$ cat src/rtl/param_timestamp_timer.sv
// Free-running timestamp counter with programmable prescaler, atomic multi-word
// snapshot, NUM_CMP compare channels with sticky flags and a maskable level IRQ.
module param_timestamp_timer #(
  parameter int COUNTER_WIDTH  = 64,
  parameter int NUM_CMP        = 2,
  parameter int PRESCALE_WIDTH = 16,
  parameter int ADDR_WIDTH     = 4
) (
  input  logic                     clk_clk,
  input  logic                     reset_reset_n,
  input  logic [ADDR_WIDTH-1:0]    timestamp_timer_address,
  input  logic [15:0]              timestamp_timer_writedata,
  output logic [15:0]              timestamp_timer_readdata,
  input  logic                     timestamp_timer_chipselect,
  input  logic                     timestamp_timer_write_n,
  input  logic                     snap_trig,
  output logic                     irq,
  output logic [COUNTER_WIDTH-1:0] count_value
);

  localparam int NUM_WORDS = COUNTER_WIDTH / 16;

  localparam logic [ADDR_WIDTH-1:0] A_STATUS   = ADDR_WIDTH'(0);
  localparam logic [ADDR_WIDTH-1:0] A_CONTROL  = ADDR_WIDTH'(1);
  localparam logic [ADDR_WIDTH-1:0] A_PRESCALE = ADDR_WIDTH'(2);
  localparam logic [ADDR_WIDTH-1:0] A_SNAPCMD  = ADDR_WIDTH'(3);
  localparam logic [ADDR_WIDTH-1:0] A_SNAP_LO  = ADDR_WIDTH'(4);
  localparam logic [ADDR_WIDTH-1:0] A_SNAP_HI  = ADDR_WIDTH'(7);
  localparam logic [ADDR_WIDTH-1:0] A_CMPSEL   = ADDR_WIDTH'(8);
  localparam logic [ADDR_WIDTH-1:0] A_CMP_LO   = ADDR_WIDTH'(12);
  localparam logic [ADDR_WIDTH-1:0] A_CMP_HI   = ADDR_WIDTH'(15);

  logic [COUNTER_WIDTH-1:0]  cnt_q, cnt_d;
  logic [PRESCALE_WIDTH-1:0] pre_q, pre_d;
  logic [PRESCALE_WIDTH-1:0] prescale_q, prescale_d;
  logic [COUNTER_WIDTH-1:0]  snap_q, snap_d;
  logic [COUNTER_WIDTH-1:0]  shadow_q, shadow_d;
  logic [COUNTER_WIDTH-1:0]  cmp_q [NUM_CMP];
  logic [COUNTER_WIDTH-1:0]  cmp_d [NUM_CMP];
  logic [15:0]               cmp_sel_q, cmp_sel_d;
  logic                      run_q, run_d;
  logic                      ovf_ie_q, ovf_ie_d;
  logic [NUM_CMP-1:0]        match_ie_q, match_ie_d;
  logic                      ovf_q, ovf_d;
  logic [NUM_CMP-1:0]        match_q, match_d;
  logic [15:0]               rdata_q, rdata_d;
  logic                      irq_q, irq_d;

  logic                      wr_en;
  logic                      status_wr, ctrl_wr, pre_wr, snap_wr, sel_wr, cmp_wr;
  logic                      is_snap_addr, is_cmp_addr;
  logic [1:0]                word_idx;
  logic                      clear;
  logic                      tick;
  logic                      count_live;
  logic [COUNTER_WIDTH-1:0]  cnt_inc;
  logic                      ovf_set;
  logic [NUM_CMP-1:0]        match_set;
  logic [COUNTER_WIDTH-1:0]  cmp_new;
  logic [COUNTER_WIDTH-1:0]  cmp_cur;

  // Address decode and strobes
  always_comb begin
    wr_en        = timestamp_timer_chipselect && !timestamp_timer_write_n;
    word_idx     = timestamp_timer_address[1:0];
    is_snap_addr = (timestamp_timer_address >= A_SNAP_LO) &&
                   (timestamp_timer_address <= A_SNAP_HI);
    is_cmp_addr  = (timestamp_timer_address >= A_CMP_LO) &&
                   (timestamp_timer_address <= A_CMP_HI);
    status_wr    = wr_en && (timestamp_timer_address == A_STATUS);
    ctrl_wr      = wr_en && (timestamp_timer_address == A_CONTROL);
    pre_wr       = wr_en && (timestamp_timer_address == A_PRESCALE);
    snap_wr      = wr_en && (timestamp_timer_address == A_SNAPCMD);
    sel_wr       = wr_en && (timestamp_timer_address == A_CMPSEL);
    cmp_wr       = wr_en && is_cmp_addr;
  end

  // Tick generation and counter events; CLEAR suppresses any event from a coincident tick
  always_comb begin
    clear      = ctrl_wr && timestamp_timer_writedata[1];
    tick       = run_q && (pre_q == prescale_q);
    count_live = tick && !clear;
    cnt_inc    = cnt_q + COUNTER_WIDTH'(1);
    ovf_set    = count_live && (cnt_q == {COUNTER_WIDTH{1'b1}});
    match_set  = '0;
    for (int i = 0; i < NUM_CMP; i++) begin
      match_set[i] = count_live && (cnt_inc == cmp_q[i]);
    end
  end

  always_comb begin
    pre_d = pre_q;
    if (clear || pre_wr || tick) begin
      pre_d = '0;
    end else if (run_q) begin
      pre_d = pre_q + PRESCALE_WIDTH'(1);
    end

    cnt_d = cnt_q;
    if (clear) begin
      cnt_d = '0;
    end else if (tick) begin
      cnt_d = cnt_inc;
    end
  end

  // Control, prescale, select and snapshot registers
  always_comb begin
    run_d      = run_q;
    ovf_ie_d   = ovf_ie_q;
    match_ie_d = match_ie_q;
    if (ctrl_wr) begin
      run_d      = timestamp_timer_writedata[0];
      ovf_ie_d   = timestamp_timer_writedata[8];
      match_ie_d = timestamp_timer_writedata[8+NUM_CMP:9];
    end

    prescale_d = prescale_q;
    if (pre_wr) begin
      prescale_d = timestamp_timer_writedata[PRESCALE_WIDTH-1:0];
    end

    cmp_sel_d = cmp_sel_q;
    if (sel_wr) begin
      cmp_sel_d = timestamp_timer_writedata;
    end

    snap_d = snap_q;
    if (snap_wr || snap_trig) begin
      snap_d = cnt_q;
    end
  end

  // Sticky flags: a set in the same cycle as a write-1-clear keeps the flag
  always_comb begin
    ovf_d = ovf_set || (ovf_q && !(status_wr && timestamp_timer_writedata[0]));
    match_d = '0;
    for (int i = 0; i < NUM_CMP; i++) begin
      match_d[i] = match_set[i] ||
                   (match_q[i] && !(status_wr && timestamp_timer_writedata[i+1]));
    end
    irq_d = (ovf_q && ovf_ie_q) || (|(match_q & match_ie_q));
  end

  // Compare shadow and atomic commit on word0
  always_comb begin
    shadow_d = shadow_q;
    if (cmp_wr) begin
      for (int k = 0; k < NUM_WORDS; k++) begin
        if (word_idx == 2'(k)) begin
          shadow_d[16*k +: 16] = timestamp_timer_writedata;
        end
      end
    end

    cmp_new        = shadow_q;
    cmp_new[15:0]  = timestamp_timer_writedata;

    for (int i = 0; i < NUM_CMP; i++) begin
      cmp_d[i] = cmp_q[i];
      if (cmp_wr && (word_idx == 2'd0) && (cmp_sel_q == 16'(i))) begin
        cmp_d[i] = cmp_new;
      end
    end

    cmp_cur = '0;
    for (int i = 0; i < NUM_CMP; i++) begin
      if (cmp_sel_q == 16'(i)) begin
        cmp_cur = cmp_q[i];
      end
    end
  end

  // Read mux; anything unmapped reads zero
  always_comb begin
    rdata_d = '0;
    case (timestamp_timer_address)
      A_STATUS: begin
        rdata_d[0]         = ovf_q;
        rdata_d[NUM_CMP:1] = match_q;
        rdata_d[15]        = run_q;
      end
      A_CONTROL: begin
        rdata_d[0]             = run_q;
        rdata_d[8]             = ovf_ie_q;
        rdata_d[8+NUM_CMP:9]   = match_ie_q;
      end
      A_PRESCALE: rdata_d = 16'(prescale_q);
      A_CMPSEL:   rdata_d = cmp_sel_q;
      default: begin
        for (int k = 0; k < NUM_WORDS; k++) begin
          if (word_idx == 2'(k)) begin
            if (is_snap_addr) begin
              rdata_d = snap_q[16*k +: 16];
            end else if (is_cmp_addr) begin
              rdata_d = cmp_cur[16*k +: 16];
            end
          end
        end
      end
    endcase
  end

  always_ff @(posedge clk_clk or negedge reset_reset_n) begin
    if (!reset_reset_n) begin
      cnt_q      <= '0;
      pre_q      <= '0;
      prescale_q <= '0;
      snap_q     <= '0;
      shadow_q   <= '1;
      cmp_q      <= '{default: '1};
      cmp_sel_q  <= '0;
      run_q      <= 1'b0;
      ovf_ie_q   <= 1'b0;
      match_ie_q <= '0;
      ovf_q      <= 1'b0;
      match_q    <= '0;
      rdata_q    <= '0;
      irq_q      <= 1'b0;
    end else begin
      cnt_q      <= cnt_d;
      pre_q      <= pre_d;
      prescale_q <= prescale_d;
      snap_q     <= snap_d;
      shadow_q   <= shadow_d;
      cmp_q      <= cmp_d;
      cmp_sel_q  <= cmp_sel_d;
      run_q      <= run_d;
      ovf_ie_q   <= ovf_ie_d;
      match_ie_q <= match_ie_d;
      ovf_q      <= ovf_d;
      match_q    <= match_d;
      rdata_q    <= rdata_d;
      irq_q      <= irq_d;
    end
  end

  assign timestamp_timer_readdata = rdata_q;
  assign irq                      = irq_q;
  assign count_value              = cnt_q;

endmodule

$ cat config.mk
export PLATFORM = sky130hd
export DESIGN_NAME = param_timestamp_timer
export DESIGN_NICKNAME = d
export VERILOG_FILES = /design/src/rtl/param_timestamp_timer.sv
export SDC_FILE = /design/constraint.sdc
export NUM_CORES = 1
export LEC_CHECK = 0
export CORE_MARGIN = 5
export CORE_UTILIZATION = 45
export CTS_CLUSTER_DIAMETER = 40
export CTS_CLUSTER_SIZE = 12
export DETAILED_ROUTE_END_ITERATION = 10
export PLACE_DENSITY_LB_ADDON = 0.3
export SLEW_MARGIN = 25
export SYNTH_ARGS = -nofsm -noshare
export SYNTH_HDL_FRONTEND = slang
export SYNTH_SLANG_ARGS = --single-unit
export TNS_END_PERCENT = 30
$ cat constraint.sdc
create_clock -name clk_clk -period 3.75 [get_ports clk_clk]
set_input_delay 0.375 -clock clk_clk [delete_from_list [all_inputs] [get_ports clk_clk]]
set_output_delay 0.375 -clock clk_clk [all_outputs]
set_load 0.05 [all_outputs]
==> summary.txt <==
Layout
  – Final standard cell utilization of the core: 56.3%
  – Final nets: 2243
  – Final Instance Count excl. Fillers: 2872
  – Ratio of cells with drive above 1 in the final layout: 35.7%
  – Relative area change from synthesis to final layout: 24.1%
  – Commonest cells after routing, fill and taps aside: mux2_2 (275), dfrtp_1 (198), buf_4 (185), dfstp_2 (176), nor2_1 (164)
  – Most common cell after layout, fill and taps aside: mux2_2
  – Seq. cell area: 0.00963 mm²
  – Area occupied by multi-input gates: 0.0109 mm²
  – Design Area, Final: 0.0261 mm²
  – Fill count: 4004

GRT
  – Vias in the first global route: 17562
  – Overall routing resource usage: 34.0%
  – Initial antenna violation count: 2
  – Overflow after GRT: 0
  – Global-route wire length before repair: 126000 µm
  – Largest net degree at the start of global routing: 93

STA
  – Pins over their slew limit: 0
  – Setup slack of the critical path after layout: -9.55 ps
  – Setup violations, final: 1
  – Max Clk Rate: 0.266 GHz
  – Sum Neg Setup Slack: -9.55 ps
  – Period Utilization, post-route: 100%
  – Relative max-transition margin: 35.7%
  – Minimum clock period after layout: 3760 ps
  – Setup skew after layout: 53.4 ps
  – Hold_ws: 346 ps
  – Final Hold Vio Count: 0
  – Pin slew with the least headroom to its limit: 964 ps

Die
  – I/O pins: 106
  – Placement row count: 79
  – Floorplan die area: 0.0512 mm²
  – Core Box Area: 0.0464 mm²
  – Die Wd: 226 µm
  – Die Y: 226 µm
  – Starting density of the core: 45.4%

Logic synthesis
  – Syn Nets: 2018
  – Share of synthesized registers carrying an async set or reset: 100%
  – Total number of yosys warnings: 0
  – Area contributors post-synth: dfrtp_1 (24%), dfstp_2 (22%), mux2_2 (15%)
  – Area of the mapped netlist: 0.0210 mm²
  – Main combinational cell family by area after synthesis: multiplexers
  – Number of synthesized flops with an enable pin: 0
  – Simple logic cell fraction of the synthesized area: 14.6%
  – Part of the Yosys area used for sequential elements: 45.8%
  – Compound-Gate Fraction of Synth Area: 8.40%
  – Post-synthesis mux area share: 18.3%
  – Share of the synthesized area in the top cell type: 23.8%
  – Cell count after synthesis: 1991
  – Most used DFF post-synth: dfrtp_1
  – Post-synth top area cell: dfrtp_1
  – #FFs+latches synth: 376
  – Fraction of synthesized cell area in xor and xnor cells: 9.77%
  – Number of unique standard cell types used by synthesis: 74
  – Avg Inst Size Synth: 10.6 µm²
  – Arithmetic-cell share of the synthesized area counting full adders, half adders and majority gates: 0.119%

Critical path
  – Classification of the worst setup path: reg -> reg
  – Stage delay of the slowest cell on the critical path: 530 ps
  – CP Cell Sequence: ha_1 > nand3_1 > buf_4 > nor4_1 > buf_4 > nand2_1 > or4_1 > a21oi_1 > o2111a_1 > nand4_1 > or4_1 > o31ai_1
  – Required time at the endpoint of the critical path: 4260 ps
  – Critical path peak fanout: 5
  – Worst Path Arrival: 4260 ps
  – Timing startpoint of the critical path: count_value[1]
  – Slowest stage cell, crit path: or4_1
  – Depth of the worst register-to-register path: 12
  – Type of element capturing the critical path: flop
  – Critical R2R Launch: count_value[1]
  – CP Launch Type: flop

Pwr
  – Part of the total power dissipated in combinational logic: 32.3%
  – PD cells: 626 mW/mm²
  – Final Total Pwr: 16.4 mW
  – Proportion of power drawn by the clock network: 34.4%
  – Power spent charging and discharging nets: 6.13 mW
  – Flop pwr share: 33.3%
  – Net switching share of the total power: 37.5%
  – Max IR drop VDD: 0.000414 V
  – Leakage power summed over all cells: 10.2 nW
  – Design internal power: 10.2 mW

Placed design
  – Detailed placement HPWL: 67800 µm
  – Area after detailed placement: 0.0239 mm²
  – RePlAce Congestion: 1.03
  – Port Buffers: 105
  – Placed cell count: 2760
  – DP Worst Slack: 70.8 ps

Outcome
  – Violations in the final reports: setup timing
  – Result of the run: finished, violations left

Clock tree
  – Depth of the CTS H-tree: 2
  – Largest buffer count on any clock path: 3
  – Clock tree from TritonCTS: done
  – Library cell used as clock root buffer: clkbuf_16
  – Number of sinks handled by clock tree synthesis: 376
  – Number of CTS-inserted buffers: 59
  – Clock-pin transition on the worst setup and hold timing paths: 60 ps
  – Clock insertion delay at the later pin of the skew report: 650 ps

Routing
  – Aggregate routed wire length: 88100 µm
  – Per-cell via count in the routed design: 6.23
  – Starting DRC count in detailed routing: 1983
  – Count of antenna-violating nets left after detailed routing: 0
  – Post-DR wirelength/cell: 30.7 µm
  – Vias: 17883
  – TritonRoute pass-1 iters: 8
  – Post-route DRC: 0

Flow run
  – Number of maximum-capacitance constraint violations: 0

Worst hold path
  – Classification of the worst-slack hold path: in -> async
## flip-flops by register name, summed over array words and instances, names as in the netlist, 2 cells and up
| signal | count |
|---|---|
| shadow_q | 48 |
| cmp_q | 128 |
| cmp_sel_q | 16 |
| match_q | 2 |
| pre_q | 16 |
| count_value | 64 |
| prescale_q | 16 |
| timestamp_timer_readdata | 16 |
| snap_q | 64 |
| match_ie_q | 2 |
## kinds of logic (layout without fill, tap and decap cells)
kind of cell    Yosys count  in the layout
buf+inv                 162            435
flops                   376            376
other cells               0              1
simple gates            608            608
compound gates          270            270
mux                     343            343
fa+ha+maj                 2              2
xor+xnor                230            230
## final cells by class
type | instances | share of cell area (%)
antenna | 1 | 0.00958
clock buffer | 68 | 6.06
clock inverter | 41 | 1.86
inverter | 24 | 0.345
multi-input combinational | 1453 | 41.7
sequential | 376 | 36.9
tap | 607 | 2.91
timing repair buffer | 302 | 10.2
## worst paths after layout
check,end,slack (ps)
max,match_q[0],-10
max in group asynchronous,cmp_q[31],2460
min,snap_q[8],350
max reg2reg,match_q[0],-10
min reg2reg,snap_q[26],490
min in group clk_clk,timestamp_timer_readdata[15],420
## power by group through the flow
stage / sequential (mW) / combinational, mW / clock, mW
after global routing: 5.51 / 5.53 / 5.89
after global placement: 5.45 / 5.09 / 0
after floorplan: 5.91 / 2.42 / 0
after CTS: 5.43 / 5.16 / 5.71
after detailed placement: 5.48 / 5.14 / 0
final: 5.45 / 5.28 / 5.63
## cells in the mapped netlist (all sizes together) (9+ instances only)
cell    number
inv         24
nor3        42
a221oi      12
dfrtp      200
nand2      153
a31oi       12
or3         10
clkbuf      96
o221ai       9
nand4       57
a21oi       58
nor4        38
o21ai       75
and3        18
mux2       275
nor2       167
o22ai       19
xor2       111
or4         13
mux2i       62
buf         42
nand3       63
xnor2      116
a22oi       12
and4        10
a211oi      10
dfstp      176
## worst max-delay path, delay by kind of cell, from the launching register on
| kind | cells | cell delay, ps |
|---|---|---|
| AND/OR/NAND/NOR | 6 | 1780 |
| flip-flops | 1 | 430 |
| buffers and inverters | 2 | 440 |
| AO/OA/AOI/OAI | 3 | 700 |
| adder cells (fa/ha/maj) | 1 | 270 |
## layer usage
metal	wire length, µm	up-vias	share of wire, %	GRT usage (%)
li1	-	7652	-	-
met1	37400	9042	43	48.9
met2	38400	984	44	50.7
met3	7850	205	8.9	6.15
met4	4440	0	5.0	14.6
met5	0	-	0	0
## repair_timing
item / CTS / global route
hold buffers: 1 / 0
setup buffers: 0 / 1
gates resized for setup: 0 / 20
endpoints found under the hold margin: 57 / 0
endpoints found under the setup margin: 0 / 2
Power figures use the tool's default switching activity.
==> RTL change (same flow settings) <==
Register the input `snap_trig` before use, without a reset. The logic sees it one clock later. The other inputs are not delayed to match.
--- a/src/rtl/param_timestamp_timer.sv
+++ b/src/rtl/param_timestamp_timer.sv
@@ -31,4 +31,10 @@
   localparam logic [ADDR_WIDTH-1:0] A_CMP_HI   = ADDR_WIDTH'(15);
 
+  logic snap_trig_q;
+
+  always_ff @(posedge clk_clk) begin
+    snap_trig_q <= snap_trig;
+  end
+
   logic [COUNTER_WIDTH-1:0]  cnt_q, cnt_d;
   logic [PRESCALE_WIDTH-1:0] pre_q, pre_d;
@@ -127,5 +133,5 @@
 
     snap_d = snap_q;
-    if (snap_wr || snap_trig) begin
+    if (snap_wr || snap_trig_q) begin
       snap_d = cnt_q;
     end
Function: not settled (the Yosys comparison gave no result); the edit may change what the design does.
==> RTL change against the unedited design <==
- count of clock-buffer cells in the layout grew 9
- synthesized cell count shrank 2.8%
- area after synthesis shrank 1.2%
- sequential share of layout area grew 1.5 points
- setup slack gained 0.11 ns
- non-clock buffer count shrank 70
- combinational power shrank 13%
- final area shrank 3.9%
- critical path type unchanged
- sequential cell count grew 1
- global-route usage shrank 1.2 points
- sequential power grew 2%
- total power shrank 4.3%
- routed wire length shrank 4.5%
==> RTL change: results (changes against the unedited design) <==
flip-flop and latch count: 377 (+0.27%)
ANT cells: 0 (-1)
Final Instance Area: 0.02511 mm^2 (-3.9%)
Max rail drop VDD: 399.8 uV (-3.4%)
first-pass GRT wire length: 121600 um (-3.2%)
slew at the pin closest to its max-slew limit: 1.010 ns (+0.04607 ns)
Cell variety after synth: 79 (+6.8%)
#MultiIn Comb: 1405 (-3.3%)
largest net degree at the start of global routing: 112 (+20%)
Post-DP Area: 0.02309 mm^2 (-3.6%)
HPWL Detailed: 63600 um (-6.2%)
most frequent cells after synthesis: mux2_2, dfrtp_1, dfstp_2, nor2_1, xnor2_1
CP arrival: 4.20 ns (-0.06 ns)
internal power: 9.972 mW (-2.4%)
Layout clock area frac: 7.984% (+0.068 points)
post-synthesis adder-cell area fraction: 0.1204% (+0.0015 points)
clock group power: 5.54 mW (-2%)
syn nets: 1963 (-2.7%)
worst slack, placed: 0.2826 ns (+0.2119 ns)
status: completed
Synth area leaders: dfrtp_1, dfstp_2, mux2_2, xnor2_1, xor2_1
worst reg-to-reg path cell count: 8 (-4)
Hold Crit Class: input port to register
RePlAce Congestion: 1.035 (+1.0%)
critical path's slowest cell: a2111oi_0
RTL change: cell types whose count changed in the layout (fill, tap and decap cells not counted), moves of 9 or more:
cell	delta
and3_1	+12
nand3_1	-17
nor2_1	-20
nand2_1	-24
xnor2_1	+19
clkbuf_1	+9
o21ai_0	+24
xor2_1	-21
nand4_1	-12
buf_4	-64
or3_1	+12
mux2i_1	+9
RTL change: metrics by stage:
stage / cells / hold WS, ns / power, mW
floorplan: 1936 / 0.07941 / 8.164
CTS: 2745 / 0.1743 / 15.64
global placement: 2636 / 0.4661 / 10.01
detailed placement: 2636 / 0.4718 / 10.05
finish: 2745 / 0.2027 / 15.66
global route: 2745 / 0.1838 / 16.21
RTL change: per-layer routing:
layer	part of all wire [%]	track usage (%)	vias up	wire length (um)
met5	0	0	-	0
met4	4.6	13.12	0	3831
met3	9.2	6.539	182	7756
met2	43	47.92	932	35880
met1	44	48.21	8786	36670
li1	-	-	7320	-
